$ cat config.mk
export PLATFORM = sky130hd
export DESIGN_NAME = pkt_size_meter_flat
export DESIGN_NICKNAME = d
export VERILOG_FILES = /design/src/rtl/pkt_size_meter_if.sv /design/src/rtl/pkt_size_meter.sv /design/src/flat_wrapper.sv
export SDC_FILE = /design/constraint.sdc
export NUM_CORES = 1
export LEC_CHECK = 0
export CAP_MARGIN = 0
export CORE_MARGIN = 3
export CORE_UTILIZATION = 45
export CTS_CLUSTER_SIZE = 12
export DETAILED_ROUTE_END_ITERATION = 6
export PLACE_DENSITY = 0.64
export SETUP_SLACK_MARGIN = 0.05
export SYNTH_ARGS = -nofsm -noshare
export SYNTH_HDL_FRONTEND = slang
export SYNTH_SLANG_ARGS = --single-unit
$ cat constraint.sdc
create_clock -name clk_i -period 5.85 [get_ports clk_i]
set_input_delay 1.17 -clock clk_i [delete_from_list [all_inputs] [get_ports clk_i]]
set_output_delay 1.17 -clock clk_i [all_outputs]
set_load 0.005 [all_outputs]
$ cat src/rtl/pkt_size_meter_if.sv
// Beat stream into the size meter plus the (flow, size) update bus it emits.
interface pkt_size_meter_if #(
  parameter int A_WIDTH = 10,
  parameter int EMPTY_W = 2
);
  logic               s_valid_i;
  logic               s_ready_o;
  logic               s_sop_i;
  logic               s_eop_i;
  logic [EMPTY_W-1:0] s_empty_i;
  logic [A_WIDTH-1:0] s_flow_i;
  logic [A_WIDTH-1:0] rx_flow_num_o;
  logic [15:0]        pkt_size_o;
  logic               pkt_size_en_o;

  modport slave (
    input  s_valid_i, s_sop_i, s_eop_i, s_empty_i, s_flow_i,
    output s_ready_o, rx_flow_num_o, pkt_size_o, pkt_size_en_o
  );
  modport master (
    output s_valid_i, s_sop_i, s_eop_i, s_empty_i, s_flow_i,
    input  s_ready_o, rx_flow_num_o, pkt_size_o, pkt_size_en_o
  );
endinterface

$ cat src/rtl/pkt_size_meter.sv
// Measures per-packet byte length from a sop/eop/empty beat stream and queues
// (flow, size) updates in a small FIFO that drains only while hold_i is low.
module pkt_size_meter #(
  parameter int A_WIDTH    = 10,
  parameter int BEAT_BYTES = 4,
  parameter int EMPTY_W    = 2,
  parameter int FIFO_DEPTH = 4
) (
  input  logic                clk_i,
  input  logic                rst_i,
  pkt_size_meter_if.slave     s,
  input  logic                hold_i,
  output logic                err_o,
  output logic [15:0]         err_cnt_o
);
  localparam int PTR_W = $clog2(FIFO_DEPTH);
  localparam int CNT_W = PTR_W + 1;
  localparam int ENT_W = A_WIDTH + 16;

  typedef enum logic {IDLE, IN_PKT} state_e;

  state_e             state_q, state_d;
  logic [16:0]        cnt_q, cnt_d;
  logic [A_WIDTH-1:0] flow_q, flow_d;
  logic [ENT_W-1:0]   mem_q [FIFO_DEPTH];
  logic [PTR_W-1:0]   wr_ptr_q, rd_ptr_q;
  logic [CNT_W-1:0]   fcnt_q, fcnt_d;
  logic               rdy_q;
  logic [A_WIDTH-1:0] oflow_q;
  logic [15:0]        osize_q;
  logic               oen_q;
  logic               err_q;
  logic [15:0]        err_cnt_q, err_cnt_d;

  logic        accept, push, pop, err;
  logic [16:0] beat_bytes, sum;

  assign accept     = s.s_valid_i && rdy_q;
  assign beat_bytes = s.s_eop_i ? 17'(BEAT_BYTES) - 17'(s.s_empty_i) : 17'(BEAT_BYTES);
  assign sum        = cnt_q + beat_bytes;
  assign pop        = (fcnt_q != '0) && !hold_i;

  always_comb begin
    state_d = state_q;
    cnt_d   = cnt_q;
    flow_d  = flow_q;
    push    = 1'b0;
    err     = 1'b0;
    if (accept) begin
      if (s.s_sop_i) begin
        // A sop while a packet is open drops the old packet and restarts.
        err     = (state_q == IN_PKT);
        flow_d  = s.s_flow_i;
        cnt_d   = beat_bytes;
        push    = s.s_eop_i;
        state_d = s.s_eop_i ? IDLE : IN_PKT;
      end else if (state_q == IDLE) begin
        err = 1'b1;
      end else begin
        cnt_d   = (sum > 17'hFFFF) ? 17'hFFFF : sum;
        push    = s.s_eop_i;
        state_d = s.s_eop_i ? IDLE : IN_PKT;
      end
    end
  end

  always_comb begin
    fcnt_d = fcnt_q;
    case ({push, pop})
      2'b10:   fcnt_d = fcnt_q + CNT_W'(1);
      2'b01:   fcnt_d = fcnt_q - CNT_W'(1);
      default: fcnt_d = fcnt_q;
    endcase
    err_cnt_d = (err && err_cnt_q != 16'hFFFF) ? err_cnt_q + 16'd1 : err_cnt_q;
  end

  always_ff @(posedge clk_i or negedge rst_i) begin
    if (!rst_i) begin
      state_q   <= IDLE;
      cnt_q     <= '0;
      flow_q    <= '0;
      wr_ptr_q  <= '0;
      rd_ptr_q  <= '0;
      fcnt_q    <= '0;
      rdy_q     <= 1'b0;
      oflow_q   <= '0;
      osize_q   <= '0;
      oen_q     <= 1'b0;
      err_q     <= 1'b0;
      err_cnt_q <= '0;
    end else begin
      state_q   <= state_d;
      cnt_q     <= cnt_d;
      flow_q    <= flow_d;
      fcnt_q    <= fcnt_d;
      rdy_q     <= (fcnt_d != CNT_W'(FIFO_DEPTH));
      oen_q     <= pop;
      err_q     <= err;
      err_cnt_q <= err_cnt_d;
      if (push) wr_ptr_q <= wr_ptr_q + PTR_W'(1);
      if (pop) begin
        rd_ptr_q <= rd_ptr_q + PTR_W'(1);
        {oflow_q, osize_q} <= mem_q[rd_ptr_q];
      end
    end
  end

  // Storage needs no reset: entries are only read behind a valid count.
  always_ff @(posedge clk_i) begin
    if (push) mem_q[wr_ptr_q] <= {flow_d, cnt_d[15:0]};
  end

  assign s.s_ready_o     = rdy_q;
  assign s.rx_flow_num_o = oflow_q;
  assign s.pkt_size_o    = osize_q;
  assign s.pkt_size_en_o = oen_q;
  assign err_o           = err_q;
  assign err_cnt_o       = err_cnt_q;
endmodule

$ cat src/flat_wrapper.sv
// flat-port wrapper written by rule: the top's interface ports become plain ports
module pkt_size_meter_flat 
#(
  parameter int A_WIDTH    = 10,
  parameter int BEAT_BYTES = 4,
  parameter int EMPTY_W    = 2,
  parameter int FIFO_DEPTH = 4
)
  (clk_i, rst_i, hold_i, err_o, err_cnt_o, s_s_valid_i, s_s_sop_i, s_s_eop_i, s_s_empty_i, s_s_flow_i, s_s_ready_o, s_rx_flow_num_o, s_pkt_size_o, s_pkt_size_en_o);
  pkt_size_meter_if #(.A_WIDTH(A_WIDTH), .EMPTY_W(EMPTY_W)) s_i ();
  input  logic clk_i;
  input  logic rst_i;
  input  logic hold_i;
  output logic err_o;
  output logic [15:0] err_cnt_o;
  input wire logic [$bits(s_i.s_valid_i)-1:0] s_s_valid_i;
  input wire logic [$bits(s_i.s_sop_i)-1:0] s_s_sop_i;
  input wire logic [$bits(s_i.s_eop_i)-1:0] s_s_eop_i;
  input wire logic [$bits(s_i.s_empty_i)-1:0] s_s_empty_i;
  input wire logic [$bits(s_i.s_flow_i)-1:0] s_s_flow_i;
  output wire logic [$bits(s_i.s_ready_o)-1:0] s_s_ready_o;
  output wire logic [$bits(s_i.rx_flow_num_o)-1:0] s_rx_flow_num_o;
  output wire logic [$bits(s_i.pkt_size_o)-1:0] s_pkt_size_o;
  output wire logic [$bits(s_i.pkt_size_en_o)-1:0] s_pkt_size_en_o;
  assign s_i.s_valid_i = s_s_valid_i;
  assign s_i.s_sop_i = s_s_sop_i;
  assign s_i.s_eop_i = s_s_eop_i;
  assign s_i.s_empty_i = s_s_empty_i;
  assign s_i.s_flow_i = s_s_flow_i;
  assign s_s_ready_o = s_i.s_ready_o;
  assign s_rx_flow_num_o = s_i.rx_flow_num_o;
  assign s_pkt_size_o = s_i.pkt_size_o;
  assign s_pkt_size_en_o = s_i.pkt_size_en_o;
  pkt_size_meter #(.A_WIDTH(A_WIDTH), .BEAT_BYTES(BEAT_BYTES), .EMPTY_W(EMPTY_W), .FIFO_DEPTH(FIFO_DEPTH)) u_core (.clk_i(clk_i), .rst_i(rst_i), .s(s_i), .hold_i(hold_i), .err_o(err_o), .err_cnt_o(err_cnt_o));
endmodule
==> results of run 1 <==
## cell usage after synthesis, drive strengths merged
cell type  count  share of area, %
o22ai          3              0.25
a41oi          3              0.35
o211a          2              0.27
a31oi          4              0.34
nand2b         2              0.17
xnor2         16               1.9
inv           15              0.76
ha            11               1.8
dfrtp         80                27
o31ai          2              0.20
nand4          9              0.76
a311oi         3              0.35
nor2          18              0.91
a21o           3              0.30
nand2         49               2.5
buf            5              0.29
a21oi          9              0.61
o211ai         2              0.20
a21boi         1              0.10
nor4           3              0.25
o21ai         11              0.74
edfxtp       104                42
nand3b         1              0.10
o21a           1              0.20
a221oi         1              0.12
or3            1             0.084
and3           4              0.40
nor3          10              0.74
fa             2              0.54
or4            3              0.35
and4           4              0.47
nand3         10              0.81
mux4          26               7.9
clkbuf         8              0.40
mux2i          2              0.27
xor2           7              0.82
mux2          27               4.1
and2           7              0.59
a211oi         2              0.20
## final cells by class
class                      instances  share of cell area (%)
inverter                          15                   0.635
timing repair buffer              66                    7.31
multi-input combinational        259                    25.0
clock inverter                    11                    1.09
clock buffer                      21                    5.19
tap                              216                    3.05
sequential                       184                    57.8
## critical path, cell delays in order
cell and delay, ns:
sky130_fd_sc_hd__clkdlybuf4s50_1 0.47, sky130_fd_sc_hd__inv_1 0.04, sky130_fd_sc_hd__ha_1 0.18, sky130_fd_sc_hd__nand2b_1 0.15, sky130_fd_sc_hd__ha_1 0.35, sky130_fd_sc_hd__a21o_1 0.15
sky130_fd_sc_hd__nand3_1 0.28, sky130_fd_sc_hd__nor3_2 0.52, sky130_fd_sc_hd__nor2_1 0.22, sky130_fd_sc_hd__a311oi_1 0.69
## per-layer routing
metal | global-route usage (%) | vias to the layer above
met3 | 4.10 | 14
li1 | - | 1925
met4 | 5.66 | 0
met2 | 27.1 | 95
met1 | 22.0 | 2117
met5 | 0 | -
## flip-flops by register name, summed over array words and instances (netlist names)
| register | cells |
|---|---|
| u_core.rd_ptr_q | 2 |
| u_core.flow_q | 10 |
| u_core.wr_ptr_q | 2 |
| u_core.cnt_q | 17 |
| u_core.err_cnt_o | 16 |
| u_core.state_q | 1 |
| u_core.err_o | 1 |
| u_core.s.rx_flow_num_o | 10 |
| u_core.s.s_ready_o | 1 |
| u_core.mem_q | 104 |
| u_core.fcnt_q | 3 |
| u_core.s.pkt_size_o | 16 |
| u_core.s.pkt_size_en_o | 1 |
## worst max path at each step
stage / to / startpoint / slack (ns)
after floorplan: u_core.mem_q[0][13] / s_s_empty_i[0] / 2.34
after global placement: u_core.mem_q[0][10] / s_s_empty_i[0] / 1.57
after detailed placement: u_core.mem_q[1][10] / s_s_empty_i[0] / 1.39
after CTS: u_core.mem_q[1][10] / s_s_empty_i[0] / 1.86
after global routing: u_core.mem_q[1][10] / s_s_empty_i[0] / 1.54
final: u_core.mem_q[1][10] / s_s_empty_i[0] / 1.74
## where the power goes
group	switching [mW]	total, mW	internal, mW
combinational	0.402	0.973	0.572
clock	0.460	1.07	0.608
sequential	0.181	1.83	1.65
## kinds of logic (layout without fill, tap and decap cells)
family | Yosys count | in the layout | synth area share [%]
multiplexers | 55 | 55 | 12.2
XOR/XNOR | 23 | 23 | 2.71
AO/OA/AOI/OAI | 47 | 47 | 4.24
AND/OR/NAND/NOR | 121 | 121 | 8.11
adder cells (fa/ha/maj) | 13 | 13 | 2.39
flip-flops | 184 | 184 | 68.9
buffers and inverters | 28 | 113 | 1.45
==> impl_metrics.env, run 1 <==
export IMPL_outcome="finished clean"
export IMPL_worstRegToRegCells=7
export IMPL_finalWirelength_mm=13.8
export IMPL_final_weighted_congestion_in_routability_driven_placement=0.921
export IMPL_synth_cell_type_count=45
export IMPL_antenna_cells_inserted=0
export IMPL_worst_reg2reg_path_endpoint="u_core.mem_q[1][10]"
export IMPL_utilization_pct=55.3
export IMPL_drt_pre_antenna_iters=5
export IMPL_worstMarginPinSlew_ns=0.980
export IMPL_syn_instance_count=471
export IMPL_post_layout_total_power_mw=3.87
export IMPL_routed_length_on_met3_um=559
export IMPL_yosys_warnings=0
export IMPL_floorplan_die_area_um2=18100
export IMPL_worst_path_max_fanout=10
export IMPL_reg2reg_setup_slack_ns=2.90
export IMPL_die_width_um=135
export IMPL_worst_hold_path_type="register to register"
export IMPL_timing_worst_setup_path_type="input pin to register"
export IMPL_relSlewSlack_pct=34.7
export IMPL_post_cts_setup_buffers=0
export IMPL_fmaxAchievable_mhz=243
export IMPL_ctsHoldBuffers=0
export IMPL_post_route_drc_count=0
export IMPL_synth_seq_area_share_pct=68.9
export IMPL_hold_worst_slack_ns=0.490
export IMPL_route_met2_wl_mm=6.76
export IMPL_stdcell_count=772
export IMPL_seq_area_um2=5130
export IMPL_final_setup_viol_count=0
export IMPL_std_cell_rows=46
export IMPL_htree_num_levels=4
export IMPL_syn_num_nets=502
export IMPL_layout_commonest_cell="sky130_fd_sc_hd__edfxtp_1"
export IMPL_io_buffers=62
export IMPL_cp_arrival_ns=4.23
export IMPL_post_route_cells_drive_above_1_share_pct=17.8
export IMPL_number_of_antenna_violations_at_the_first_check_in_global_routing=0
export IMPL_timing_setup_tns_ns=0
export IMPL_post_route_cell_area_um2=8870
export IMPL_number_of_global_route_vias_before_repair=4309
export IMPL_core_area_um2=16100
export IMPL_tritoncts="built"
export IMPL_final_antenna_net_count=0
export IMPL_dieHeight_um=135
export IMPL_floorplan_initialDensity_pct=46.3
export IMPL_placed_cell_area_um2=8320
export IMPL_min_path_cells=1
export IMPL_synth_ff_latch_count=184
export IMPL_placed_cells=740
export IMPL_hold_path_startpoint="u_core.fcnt_q[2]"
export IMPL_routed_via_density=5.38
export IMPL_detail_route_wl_per_cell_um=17.9
export IMPL_worst_case_hold_path_end_point="u_core.fcnt_q[2]"
export IMPL_groute_usage_overall_pct=16.6
export IMPL_worst_setup_path_start_kind="input pin"
export IMPL_p_leak_nw=3.32
export IMPL_vdd_ir_drop_worst_uv=234
export IMPL_finalMaxSlewViolations=0
export IMPL_design_final_nets=574
export IMPL_dp_worst_setup_slack_ns=1.39
export IMPL_globalRoute_totalOverflow=0
export IMPL_syn_cell_area_um2=7440
export IMPL_routedLengthMet1_mm=6.28
export IMPL_grt_max_degree=50
export IMPL_clock_tree_buffer_depth=2
export IMPL_clk_insertion_delay_late_ns=0.42
export IMPL_p_per_area_nw_per_um2=436
export IMPL_syn_to_final_growth_pct=19.3
export IMPL_multi_input_combinational_cell_area_um2=2210
export IMPL_dr_max_layer_used="met4"
export IMPL_detailedPlacementHpwl_mm=8.56
export IMPL_cts_buffers_inserted=17
export IMPL_worstPathRequired_ns=5.97
export IMPL_cts_clk_slew_worst_paths_ns=0.06
export IMPL_clock_sink_count=184
export IMPL_final_period_minus_worst_setup_slack_ns=4.11
export IMPL_worst_setup_path_end_kind="register"
export IMPL_drt_initial_drc_count=298
export IMPL_rsz_0062_raised_after_global_routing="no"
export IMPL_final_cell_mix="104 x sky130_fd_sc_hd__edfxtp_1, 79 x sky130_fd_sc_hd__dfrtp_1, 61 x sky130_fd_sc_hd__clkdlybuf4s50_1"
export IMPL_postSynthAreaPerCell_um2=15.8
export IMPL_drv_max_cap_violation_count=0
export IMPL_route_vias_total=4151
export IMPL_crit_reg2reg_launch="u_core.cnt_q[0]"
export IMPL_fin_ws_ns=1.74
export IMPL_clock_tree_root_cell="sky130_fd_sc_hd__clkbuf_16"
export IMPL_fill_cells=1263
export IMPL_i_o_pin_count=63
export IMPL_post_route_period_util_pct=70.2
export IMPL_skew_ns=0.00884
export IMPL_grt_pass1_wl_mm=22.9
export IMPL_cts_resized=0
export IMPL_timing_hold_violations_final=0
No activity file was read; power rests on OpenSTA's default activity.
==> inputs of run 2 (changes only) <==
==> constraint.sdc (replaced) <==
create_clock -name clk_i -period 3.9 [get_ports clk_i]
set_input_delay 0.78 -clock clk_i [delete_from_list [all_inputs] [get_ports clk_i]]
set_output_delay 0.78 -clock clk_i [all_outputs]
set_load 0.005 [all_outputs]
==> run 2 against run 1 <==
  * Sequential share of layout area down 0.91 points
  * Register-to-register slack got worse by 1.6 ns
  * First-iteration DRC count is 12% lower
  * Wire length is 2.9% higher
  * Sequential power rose by 51%
  * Critical path type unchanged
  * Setup slack worse by 1.2 ns
  * Utilization rose by 0.89 points
  * Clock skew grew 0.00099 ns
  * Global-route usage up 0.29 points
  * Combinational power increased by 50%
  * Count of clock-buffer cells in the layout rose by 2
==> impl_metrics.env, run 2 (same netlist as run 1, synthesis figures left out) <==
export IMPL_sequentialPowerShare_pct=46.8
export IMPL_timing_hold_violations_final=0
export IMPL_number_of_global_route_vias_before_repair=4432
export IMPL_grt_pass1_wl_mm=23.2
export IMPL_detailedPlacementHpwl_mm=9.03
export IMPL_std_cell_rows=46
export IMPL_worstMarginPinSlew_ns=1.11
export IMPL_worst_hold_path_type="register to register"
export IMPL_routed_via_density=5.42
export IMPL_switchingPower_mw=1.58
export IMPL_worst_setup_path_end_kind="register"
export IMPL_crit_chain="clkdlybuf4s50_1, inv_1, ha_1, and2_1, fa_1, a21o_1, nand3_1, buf_4, or3_1, and3_4, a311oi_1, buf_4"
export IMPL_dieHeight_um=135
export IMPL_clock_sink_count=184
export IMPL_max_flop_register="u_core.mem_q"
export IMPL_worstPathRequired_ns=4.19
export IMPL_design_final_nets=587
export IMPL_core_area_um2=16100
export IMPL_number_of_antenna_violations_at_the_first_check_in_global_routing=0
export IMPL_stdcell_count=785
export IMPL_power_share_switching_pct=26.7
export IMPL_htree_num_levels=4
export IMPL_timing_critical_path_mode_cell="sky130_fd_sc_hd__buf_4"
export IMPL_post_route_period_util_pct=86.4
export IMPL_p_per_area_nw_per_um2=657
export IMPL_syn_to_final_growth_pct=21.2
export IMPL_timing_setup_tns_ns=0
export IMPL_skew_ns=0.00983
export IMPL_worst_setup_path_start_kind="input pin"
export IMPL_route_vias_total=4256
export IMPL_cts_resized=0
export IMPL_clockPowerShare_pct=28.6
export IMPL_drt_pre_antenna_iters=4
export IMPL_clk_insertion_delay_late_ns=0.42
export IMPL_post_layout_total_power_mw=5.92
export IMPL_utilization_pct=56.1
export IMPL_floorplan_die_area_um2=18100
export IMPL_final_period_minus_worst_setup_slack_ns=3.37
export IMPL_clock_tree_root_cell="sky130_fd_sc_hd__clkbuf_16"
export IMPL_final_cell_mix="104 x sky130_fd_sc_hd__edfxtp_1, 79 x sky130_fd_sc_hd__dfrtp_1, 61 x sky130_fd_sc_hd__clkdlybuf4s50_1"
export IMPL_cp_arrival_ns=3.66
export IMPL_biggestRegsByFlops="u_core.mem_q x104, u_core.cnt_q x17"
export IMPL_drv_max_cap_violation_count=0
export IMPL_io_buffers=62
export IMPL_placed_cells=753
export IMPL_finalMaxSlewViolations=0
export IMPL_grt_max_degree=81
export IMPL_p_leak_nw=3.40
export IMPL_finalWirelength_mm=14.2
export IMPL_p_comb_share_pct=24.7
export IMPL_globalRoute_totalOverflow=0
export IMPL_timing_worst_setup_path_type="input pin to register"
export IMPL_groute_usage_overall_pct=16.9
export IMPL_cts_buffers_inserted=17
export IMPL_worst_path_max_fanout=6
export IMPL_vdd_ir_drop_worst_uv=307
export IMPL_post_route_cells_drive_above_1_share_pct=19.0
export IMPL_rsz_0062_raised_after_global_routing="no"
export IMPL_i_o_pin_count=63
export IMPL_outcome="finished clean"
export IMPL_floorplan_initialDensity_pct=46.3
export IMPL_post_route_drc_count=0
export IMPL_relSlewSlack_pct=26.0
export IMPL_layout_commonest_cell="sky130_fd_sc_hd__edfxtp_1"
export IMPL_final_setup_viol_count=0
export IMPL_antenna_cells_inserted=0
export IMPL_power_report_internal_total_mw=4.34
export IMPL_clock_tree_buffer_depth=2
export IMPL_cts_clk_slew_worst_paths_ns=0.06
export IMPL_final_antenna_net_count=0
export IMPL_ctsHoldBuffers=0
export IMPL_critical_path_n_buffers_inverters=4
export IMPL_post_cts_setup_buffers=0
export IMPL_tritoncts="built"
export IMPL_largest_register_ffs=104
export IMPL_critPathTopFamily="simple AND/OR/NAND/NOR gates"
export IMPL_detail_route_wl_per_cell_um=18.1
export IMPL_cp_slowest_cell="sky130_fd_sc_hd__clkdlybuf4s50_1"
export IMPL_drt_initial_drc_count=263
export IMPL_final_weighted_congestion_in_routability_driven_placement=0.881
export IMPL_die_width_um=135
export IMPL_fmaxAchievable_mhz=297
export IMPL_max_stage_delay_ns=0.48
[run 2: layer usage]
layer	vias up	GRT usage [%]	share of wire [%]
met5	-	0	0
met4	0	7.07	2.0
li1	1956	-	-
met2	109	27.8	50
met3	26	3.43	3.7
met1	2165	22.0	44
[run 2: power groups by stage]
stage          Sequential, mW  Combinational, mW  Clock [mW]
5_1_grt                  2.83               1.61        1.81
2_1_floorplan            2.68              0.940           0
4_1_cts                  2.79               1.49        1.74
3_3_place_gp             2.80               1.45           0
3_5_place_dp             2.82               1.48           0
6_report                 2.77               1.46        1.69
[run 2: final cells by class]
cell class                 instances  area (um^2)
sequential                       184         5130
fill                            1263         7040
multi-input combinational        259         2210
inverter                          15         56.3
clock inverter                     9          116
timing repair buffer              79          758
clock buffer                      23          478
tap                              216          270
[run 2: path summary, 6_finish.rpt]
check,from,to,slack (ns),cells after the start
hold reg to reg,u_core.err_cnt_o[5],u_core.err_cnt_o[5],0.49,1
setup / recovery,s_s_empty_i[0],u_core.mem_q[3][8],0.53,12
max in group asynchronous,rst_i,u_core.rd_ptr_q[0],2.59,1
hold / removal,u_core.err_cnt_o[5],u_core.err_cnt_o[5],0.49,1
min in group asynchronous,rst_i,u_core.s.pkt_size_o[5],0.53,1
setup reg to reg,u_core.cnt_q[0],u_core.mem_q[3][8],1.29,9
[run 2: through the flow]
step / hold slack [ns] / setup slack (ns) / instance area, um^2
4_1_cts: 0.504 / 0.571 / 9010
2_1_floorplan: 0.459 / 0.778 / 7440
6_report: 0.493 / 0.530 / 9010
3_5_place_dp: 0.486 / 0.148 / 8420
5_1_grt: 0.525 / 0.362 / 9010
3_3_place_gp: 0.477 / 0.212 / 8420
[run 2: worst reg2reg max path, stage by stage (launching register included)]
cell and delay [ns]:
sky130_fd_sc_hd__dfrtp_1 0.39, sky130_fd_sc_hd__ha_1 0.25, sky130_fd_sc_hd__fa_1 0.43, sky130_fd_sc_hd__a21o_1 0.20, sky130_fd_sc_hd__nand3_1 0.19, sky130_fd_sc_hd__buf_4 0.18, sky130_fd_sc_hd__o21ai_0 0.16, sky130_fd_sc_hd__and3_4 0.22
sky130_fd_sc_hd__a311oi_1 0.29, sky130_fd_sc_hd__buf_4 0.18
